===== config.mk =====
export PLATFORM = sky130hd
export DESIGN_NAME = regfile_param
export DESIGN_NICKNAME = d
export VERILOG_FILES = /design/src/rtl/regfile_param.sv
export SDC_FILE = /design/constraint.sdc
export NUM_CORES = 2
export LEC_CHECK = 0
export BUFFER_PORTS_ARGS = -buffer_cell sky130_fd_sc_hd__buf_2
export CELL_PAD_IN_SITES_DETAIL_PLACEMENT = 1
export CELL_PAD_IN_SITES_GLOBAL_PLACEMENT = 2
export CORE_MARGIN = 2
export CORE_UTILIZATION = 37
export CTS_CLUSTER_DIAMETER = 200
export DETAILED_ROUTE_END_ITERATION = 12
export GPL_ROUTABILITY_DRIVEN = 1
export PLACE_DENSITY = 0.75
export SLEW_MARGIN = 20
export SYNTH_ARGS = -nofsm -noshare
export SYNTH_HDL_FRONTEND = slang
export SYNTH_SLANG_ARGS = --single-unit

===== constraint.sdc =====
create_clock -name clk -period 37.8 [get_ports clk]
set_input_delay 11.34 -clock clk [delete_from_list [all_inputs] [get_ports clk]]
set_output_delay 11.34 -clock clk [all_outputs]
set_load 0.1 [all_outputs]

===== src/rtl/regfile_param.sv =====
// Parametrised register file. Provides two combinational read ports and one write port,
// an optional hardwired zero register, optional write-to-read bypass and a soft-clear sweep.
module regfile_param #(
    parameter int unsigned DATA_W   = 32,
    parameter int unsigned ADDR_W   = 5,
    parameter int unsigned ZERO_REG = 1,
    parameter int unsigned BYPASS   = 1
) (
    input  logic              clk,
    input  logic              rst,
    input  logic              regwrite,
    input  logic [ADDR_W-1:0] waddr,
    input  logic [DATA_W-1:0] wdata,
    input  logic [ADDR_W-1:0] raddr1,
    input  logic [ADDR_W-1:0] raddr2,
    output logic [DATA_W-1:0] rdata1,
    output logic [DATA_W-1:0] rdata2,
    input  logic              clear_req,
    output logic              busy,
    output logic              clear_done
);

    localparam int unsigned DEPTH = 2 ** ADDR_W;

    typedef enum logic [1:0] {
        IDLE,
        SWEEP,
        DONE
    } state_t;

    state_t              state_q, state_d;
    logic [ADDR_W-1:0]   ptr_q, ptr_d;
    logic [DATA_W-1:0]   mem_q [DEPTH];
    logic [DATA_W-1:0]   mem_d [DEPTH];
    logic                wr_en;

    assign busy       = (state_q == SWEEP);
    assign clear_done = (state_q == DONE);

    // Writes are dropped while sweeping and, when r0 is hardwired, to address 0.
    assign wr_en = regwrite && !busy && !((ZERO_REG != 0) && (waddr == '0));

    always_comb begin
        state_d = state_q;
        ptr_d   = ptr_q;
        mem_d   = mem_q;
        unique case (state_q)
            IDLE: begin
                if (clear_req) begin
                    state_d = SWEEP;
                    ptr_d   = '0;
                end
            end
            SWEEP: begin
                mem_d[ptr_q] = '0;
                ptr_d        = ptr_q + ADDR_W'(1);
                if (&ptr_q) begin
                    state_d = DONE;
                end
            end
            DONE: begin
                state_d = IDLE;
            end
            default: begin
                state_d = IDLE;
            end
        endcase
        if (wr_en) begin
            mem_d[waddr] = wdata;
        end
    end

    always_ff @(posedge clk or posedge rst) begin
        if (rst) begin
            state_q <= IDLE;
            ptr_q   <= '0;
            for (int unsigned i = 0; i < DEPTH; i++) begin
                mem_q[i] <= '0;
            end
        end else begin
            state_q <= state_d;
            ptr_q   <= ptr_d;
            mem_q   <= mem_d;
        end
    end

    // Priority: hardwired zero beats bypass beats stored contents.
    always_comb begin
        rdata1 = mem_q[raddr1];
        if ((BYPASS != 0) && wr_en && (waddr == raddr1)) begin
            rdata1 = wdata;
        end
        if ((ZERO_REG != 0) && (raddr1 == '0)) begin
            rdata1 = '0;
        end
    end

    always_comb begin
        rdata2 = mem_q[raddr2];
        if ((BYPASS != 0) && wr_en && (waddr == raddr2)) begin
            rdata2 = wdata;
        end
        if ((ZERO_REG != 0) && (raddr2 == '0)) begin
            rdata2 = '0;
        end
    end

endmodule


# [Word level (Yosys, flattened, before mapping)]
# Index checks and enable logic that the tools add are counted.
[classes] add_sub_neg=1 n_mul=0 div_mod_pow=0 magnitude_cmp=6 eq_ne=6 shift=0 muxes=22 n_bitwise=6 n_reduce_logical=16
[ops] op="2-to-1 mux 1024 bit" count=2
[ops] op="bitwise AND 1024 bit" count=1
[ops] op="bitwise mux 1024 bit" count=1
[ops] op="inverter 1024 bit" count=1
[ops] op="binary-select mux 32 bit (select 5 bit)" count=2
[ops] op="demux 32 bit (select 5 bit)" count=2
[ops] op="2-to-1 mux 32 bit" count=10
[ops] op=">= comparator 6 bit (second input constant)" count=4
[ops] op="inverter 5 -> 6 bit" count=4
[ops] op="logical NOT 5 bit" count=3
[ops] op="< comparator 6 x 1 -> 1 bit (second input constant)" count=2
[ops] op="== test 5 bit" count=2
[ops] op="one-hot mux 5 bit (2 select lines)" count=1
[ops] op="logical AND 1 bit" count=6
[ops] op="adder 5 x 1 -> 5 bit (second input constant)" count=1
[ops] op="2-to-1 mux 5 bit" count=1
[ops] op="AND reduction 5 bit" count=1
[ops] op="2-to-1 mux 2 bit" count=2
[ops] op="one-hot mux 2 bit (2 select lines)" count=1
[ops] op="AND reduction 2 bit" count=2
[ops] op="== test 2 x 1 -> 1 bit (second input constant)" count=1
[ops] op="== test 2 bit (second input constant)" count=1
[ops] op="logical NOT 1 bit" count=2
[ops] op="logical NOT 2 bit" count=1
[ops] op="other kinds (3)" count=3
[word_totals] reg_bits=1031 latchBits=0 ramBits=0 romBits=0 in_bits=51 out_inout_bits=66 wordCells=91 mem_count=0

# [Logic depth before layout (Yosys ltp)]
[logic_depth] depth_word=10 depth_mapped=10 mapped_depth_nobuf=6

# [Least setup slack after synthesis]
# OpenSTA, ideal clock, no wires.
[synth_path] kind="in2out" start="in waddr[3]" end="out rdata2[16]" t_arrival_ns=16.145 t_required_ns=26.460 path_slack_ns=10.315 path_stages=8 path_buffers=3 path_cell_list="buf_4 -> or3_1 -> buf_2 -> o2111ai_2 -> or2_2 -> buf_2 -> nand2_1 -> o311ai_0"
[synth_via] elab_chain_cells=6 word_cells_on_any_way=7 cone_classes="eq/ne (1); mux (2); reduce/logical (4)"
[synth_lines] element="start, declared" line_no="12" source="input logic [ADDR_W-1:0] waddr,"
[synth_lines] element="logical NOT 5 bit" line_no="41" source="assign wr_en = regwrite && !busy && !((ZERO_REG != 0) && (waddr == '0));"
[synth_lines] element="logical NOT 1 bit" line_no="41"
[synth_lines] element="logical AND 1 bit" line_no="41"
[synth_lines] element="logical AND 1 bit (*)" line_no="100" source="if ((BYPASS != 0) && wr_en && (waddr == raddr2)) begin"
[synth_lines] element="2-to-1 mux 32 bit (*)" line_no="100"
[synth_lines] element="2-to-1 mux 32 bit (*)" line_no="103" source="if ((ZERO_REG != 0) && (raddr2 == '0)) begin"
[synth_lines] element="end, declared" line_no="17" source="output logic [DATA_W-1:0] rdata2,"
# Mark *: on every way between the ends. The rest lies on a longest branch, timed or not.

# [Worst setup path after layout]
[layout_path] start="in raddr1[1]" end="out rdata1[2]"
[layout_via] elab_chain_cells=6 word_cells_on_any_way=9 cone_classes="eq/ne (1); mux (5); bitwise (1); reduce/logical (2)"
[layout_lines] element="start, declared" line_no="14" source="input logic [ADDR_W-1:0] raddr1,"
[layout_lines] element="inverter 5 -> 6 bit (not written as such)" line_no="89" source="rdata1 = mem_q[raddr1];"
[layout_lines] element="binary-select mux 32 bit (select 5 bit)" line_no="89"
[layout_lines] element="2-to-1 mux 32 bit (not written as such) (2 in series)" line_no="89"
[layout_lines] element="2-to-1 mux 32 bit" line_no="90" source="if ((BYPASS != 0) && wr_en && (waddr == raddr1)) begin"
[layout_lines] element="2-to-1 mux 32 bit (*)" line_no="93" source="if ((ZERO_REG != 0) && (raddr1 == '0)) begin"
[layout_lines] element="end, declared" line_no="16" source="output logic [DATA_W-1:0] rdata1,"
# Mark *: on every way between the ends. The rest lies on a longest branch, timed or not. The select of a mux whose other input is x is not followed.

==> impl_metrics.tcl <==
set metrics [dict create \
    outcome "complete, no violations" \
    num_vias 52400 \
    post_drt_wl_per_cell_um 35.2 \
    routed_wl_um 286000 \
    synth_nets 6282 \
    leakage_nw 26.7 \
    power.density_mw_per_mm2 76.2 \
    fmax_ghz 0.0364 \
    syn_avg_cell_area_um2 9.35 \
    drc 0 \
    fillerInstances 17600 \
    max-vdd-ir-drop_mv 0.0520 \
    synth_top_area_cell "dfrtp_1" \
    crit_path_frequent_cell "buf_4" \
    area_delta_synth_final_pct 10.9 \
    hpwl_um 165000 \
    ys_seq_area_share_pct 44.4 \
    drt-initial-drc-count 5940 \
    maxCapViolations 0 \
    power_frac_seq_pct 41.4 \
    cts.htree.levels 3 \
    critPathLaunchType "input pin" \
    worstMarginPinSlew_ps 1220 \
    path_clk_slew_ps 60 \
    critPathKind "input pin to output port" \
    vias_per_cell 6.44 \
    yosys-top-cells-count "nand2_1 (2,034), o21ai_0 (1,057), dfrtp_1 (1,031)" \
    crit_path_end_kind "output port" \
    cts_root_buffer "clkbuf_16" \
    critical_path.max_fanout 59 \
    clkPwrFrac_pct 25.3 \
    place_congestion 0.860 \
    clk_latency_ps 770 \
    cts.repair.resized 0 \
    tritoncts "built" \
    p_sw_mw 1.93 \
    grt_pass1_wl_um 408000 \
    ys_ff_latch 1031 \
    synthDistinctLibCells 65 \
    initial_core_util_pct 37.2 \
    nets 6027 \
    cts_setup_buffers 0 \
    clock_skew_ps 25.1 \
    drv_slew 0 \
    max-slew-margin-rel_pct 16.7 \
    slowest_delay_ps 850 \
    fp.dieW_um 400 \
    cp_num_buf_inv 5 \
    critical_path_required_ps 26460 \
    swShare_pct 39.3 \
    post-route-min-period_ps 27490 \
    dieArea_mm2 0.160 \
    slowest_stage "or3_1" \
    rows 145 \
    synth_ff_type "dfrtp_1" \
    fin_tns_setup_ps 0 \
    synthTopCellsByArea "dfrtp_1 (44%), mux4_2 (14%), nand2_1 (13%)" \
    synth_edf_count 0 \
    setup-violations-final 0 \
    cts_max_path_buffers 3 \
    synth_top_area_share_pct 44.4 \
    grt_pass1_vias 52900 \
    yosysMostFrequentCell "nand2_1" \
    antenna_found_initial 24 \
    cp_cell_sequence "buf_8 > buf_4 > buf_4 > or2_2 > or3_1 > buf_4 > o21ai_0 > a21oi_1 > buf_2" \
    ant_nets 0 \
    crit_family "buffers and inverters" \
    synth-async-reset-ratio_pct 100 \
    core_area_mm2 0.156 \
    layout-drive-gt1-share_pct 15.9 \
    syn-cell-area_mm2 0.0582 \
    syn_inst 6224 \
    grt_usage_pct 35.3 \
    rsz0062_at_grt "no" \
    hp-class "flip-flop to flip-flop" \
    grt-ovfl-total 0 \
    fin_crit_sh_pct 72.7 \
    cp.arrival_ps 16150 \
    yosysWarningCount 0 \
    finalHoldViolCount 0 \
    drt_pass1_iterations 6 \
    die_y_um 400 \
    cts_num_sinks 1031 \
    grt_max_degree 156 \
    fin_cells 8140 \
    portBuffers 116 \
    postCtsHoldBufs 0 \
    cts_made_buffers 121 \
    internal-power_mw 2.98 \
    ios 117 \
    dp.cells 7902 \
    comb_power_share_pct 33.3 \
]
==> worst register-to-register path, stage by stage, from the launching register on <==
cell      delay [ps]
dfrtp_1          460
nand2b_1         140
buf_4            280
nand4b_1         780
nor2_4           930
buf_4            930
o21ai_0          310
==> per-layer routing <==
layer | track usage, % | vias to the layer above | routed length (um)
met5 | 0 | - | 163
met4 | 18.6 | 24 | 17600
met3 | 8.36 | 843 | 27100
met2 | 54.2 | 2901 | 128000
met1 | 46.3 | 27300 | 114000
li1 | - | 21300 | -
==> state kept, by name, indices dropped and copies added (netlist names) <==
name and flops:
ptr_q 5, state_q 2, mem_q 1024
==> cell type report <==
cell class	count	area, um^2	share of cell area [%]
multi-input cells	4543	30100	46.6
clock buffers	180	3590	5.57
flip-flops and latches	1031	25800	40.0
diodes	14	35.0	0.0543
repair buffers	265	1920	2.97
inverters	7	30.0	0.0466
clock inverters	42	482	0.747
well taps	2058	2570	3.99
==> per-stage QoR <==
stage	hold slack (ps)	area (um^2)	power (mW)	utilization (%)	setup slack [ps]
floorplan	459	58200	3.07	-	10310
global placement	482	60200	3.56	38.6	10480
detailed placement	493	60300	3.65	38.6	10560
CTS	508	64400	4.89	41.2	10560
global route	531	64500	5.15	41.3	10460
finish	510	64500	4.91	41.3	10310
==> cells in the final DEF, fill, tap and decap left out, types with 28 or more instances in the layout <==
cell | netlist | layout
nor2_1 | 83 | 50
buf_2 | 79 | 108
dfrtp_1 | 1031 | 1031
nor3_1 | 36 | 34
clkbuf_8 | 0 | 30
o22ai_1 | 69 | 69
a221oi_1 | 70 | 70
mux4_2 | 370 | 370
nor2_4 | 0 | 30
o21ai_0 | 1057 | 1057
clkbuf_1 | 480 | 28
buf_4 | 33 | 140
nand2_1 | 2034 | 2018
mux2i_1 | 277 | 277
mux2_2 | 38 | 38
a21oi_1 | 71 | 71
clkinv_2 | 0 | 28
a221o_1 | 28 | 28
nand2b_1 | 43 | 41
clkbuf_16 | 0 | 124
and2_1 | 36 | 36
==> cells by family after synthesis <==
logic type	after synthesis	synth area share [%]
simple gates	2366	16.3
compound gates	1475	14.5
flops	1031	44.4
mux	685	19.8
buf+inv	650	4.69
xor+xnor	10	0.151
fa+ha+maj	7	0.151
==> power by group through the flow <==
stage                     clock network [mW]  logic, mW  registers, mW
after floorplan                            0       1.18           1.89
after global placement                     0       1.55           2.00
after detailed placement                   0       1.61           2.03
after CTS                               1.25       1.62           2.02
after global routing                    1.29       1.76           2.10
final                                   1.24       1.64           2.03
==> worst paths after layout <==
| check | start | end | slack (ps) | cells after the start |
|---|---|---|---|---|
| worst max-delay path | raddr1[1] | rdata1[2] | 10310 | 9 |
| worst min-delay path | mem_q[1007]$_DFF_PP0_ | mem_q[1007]$_DFF_PP0_ | 510 | 1 |
| worst max register to register | state_q[0]$_DFFE_PP0P_ | mem_q[327]$_DFF_PP0_ | 33790 | 6 |
| worst min register to register | mem_q[1007]$_DFF_PP0_ | mem_q[1007]$_DFF_PP0_ | 510 | 1 |
| max in group asynchronous | rst | mem_q[236]$_DFF_PP0_ | 22500 | 7 |
| min in group asynchronous | rst | state_q[1]$_DFFE_PP0P_ | 10660 | 2 |
Note: power is estimated with default switching activity, not from simulation.
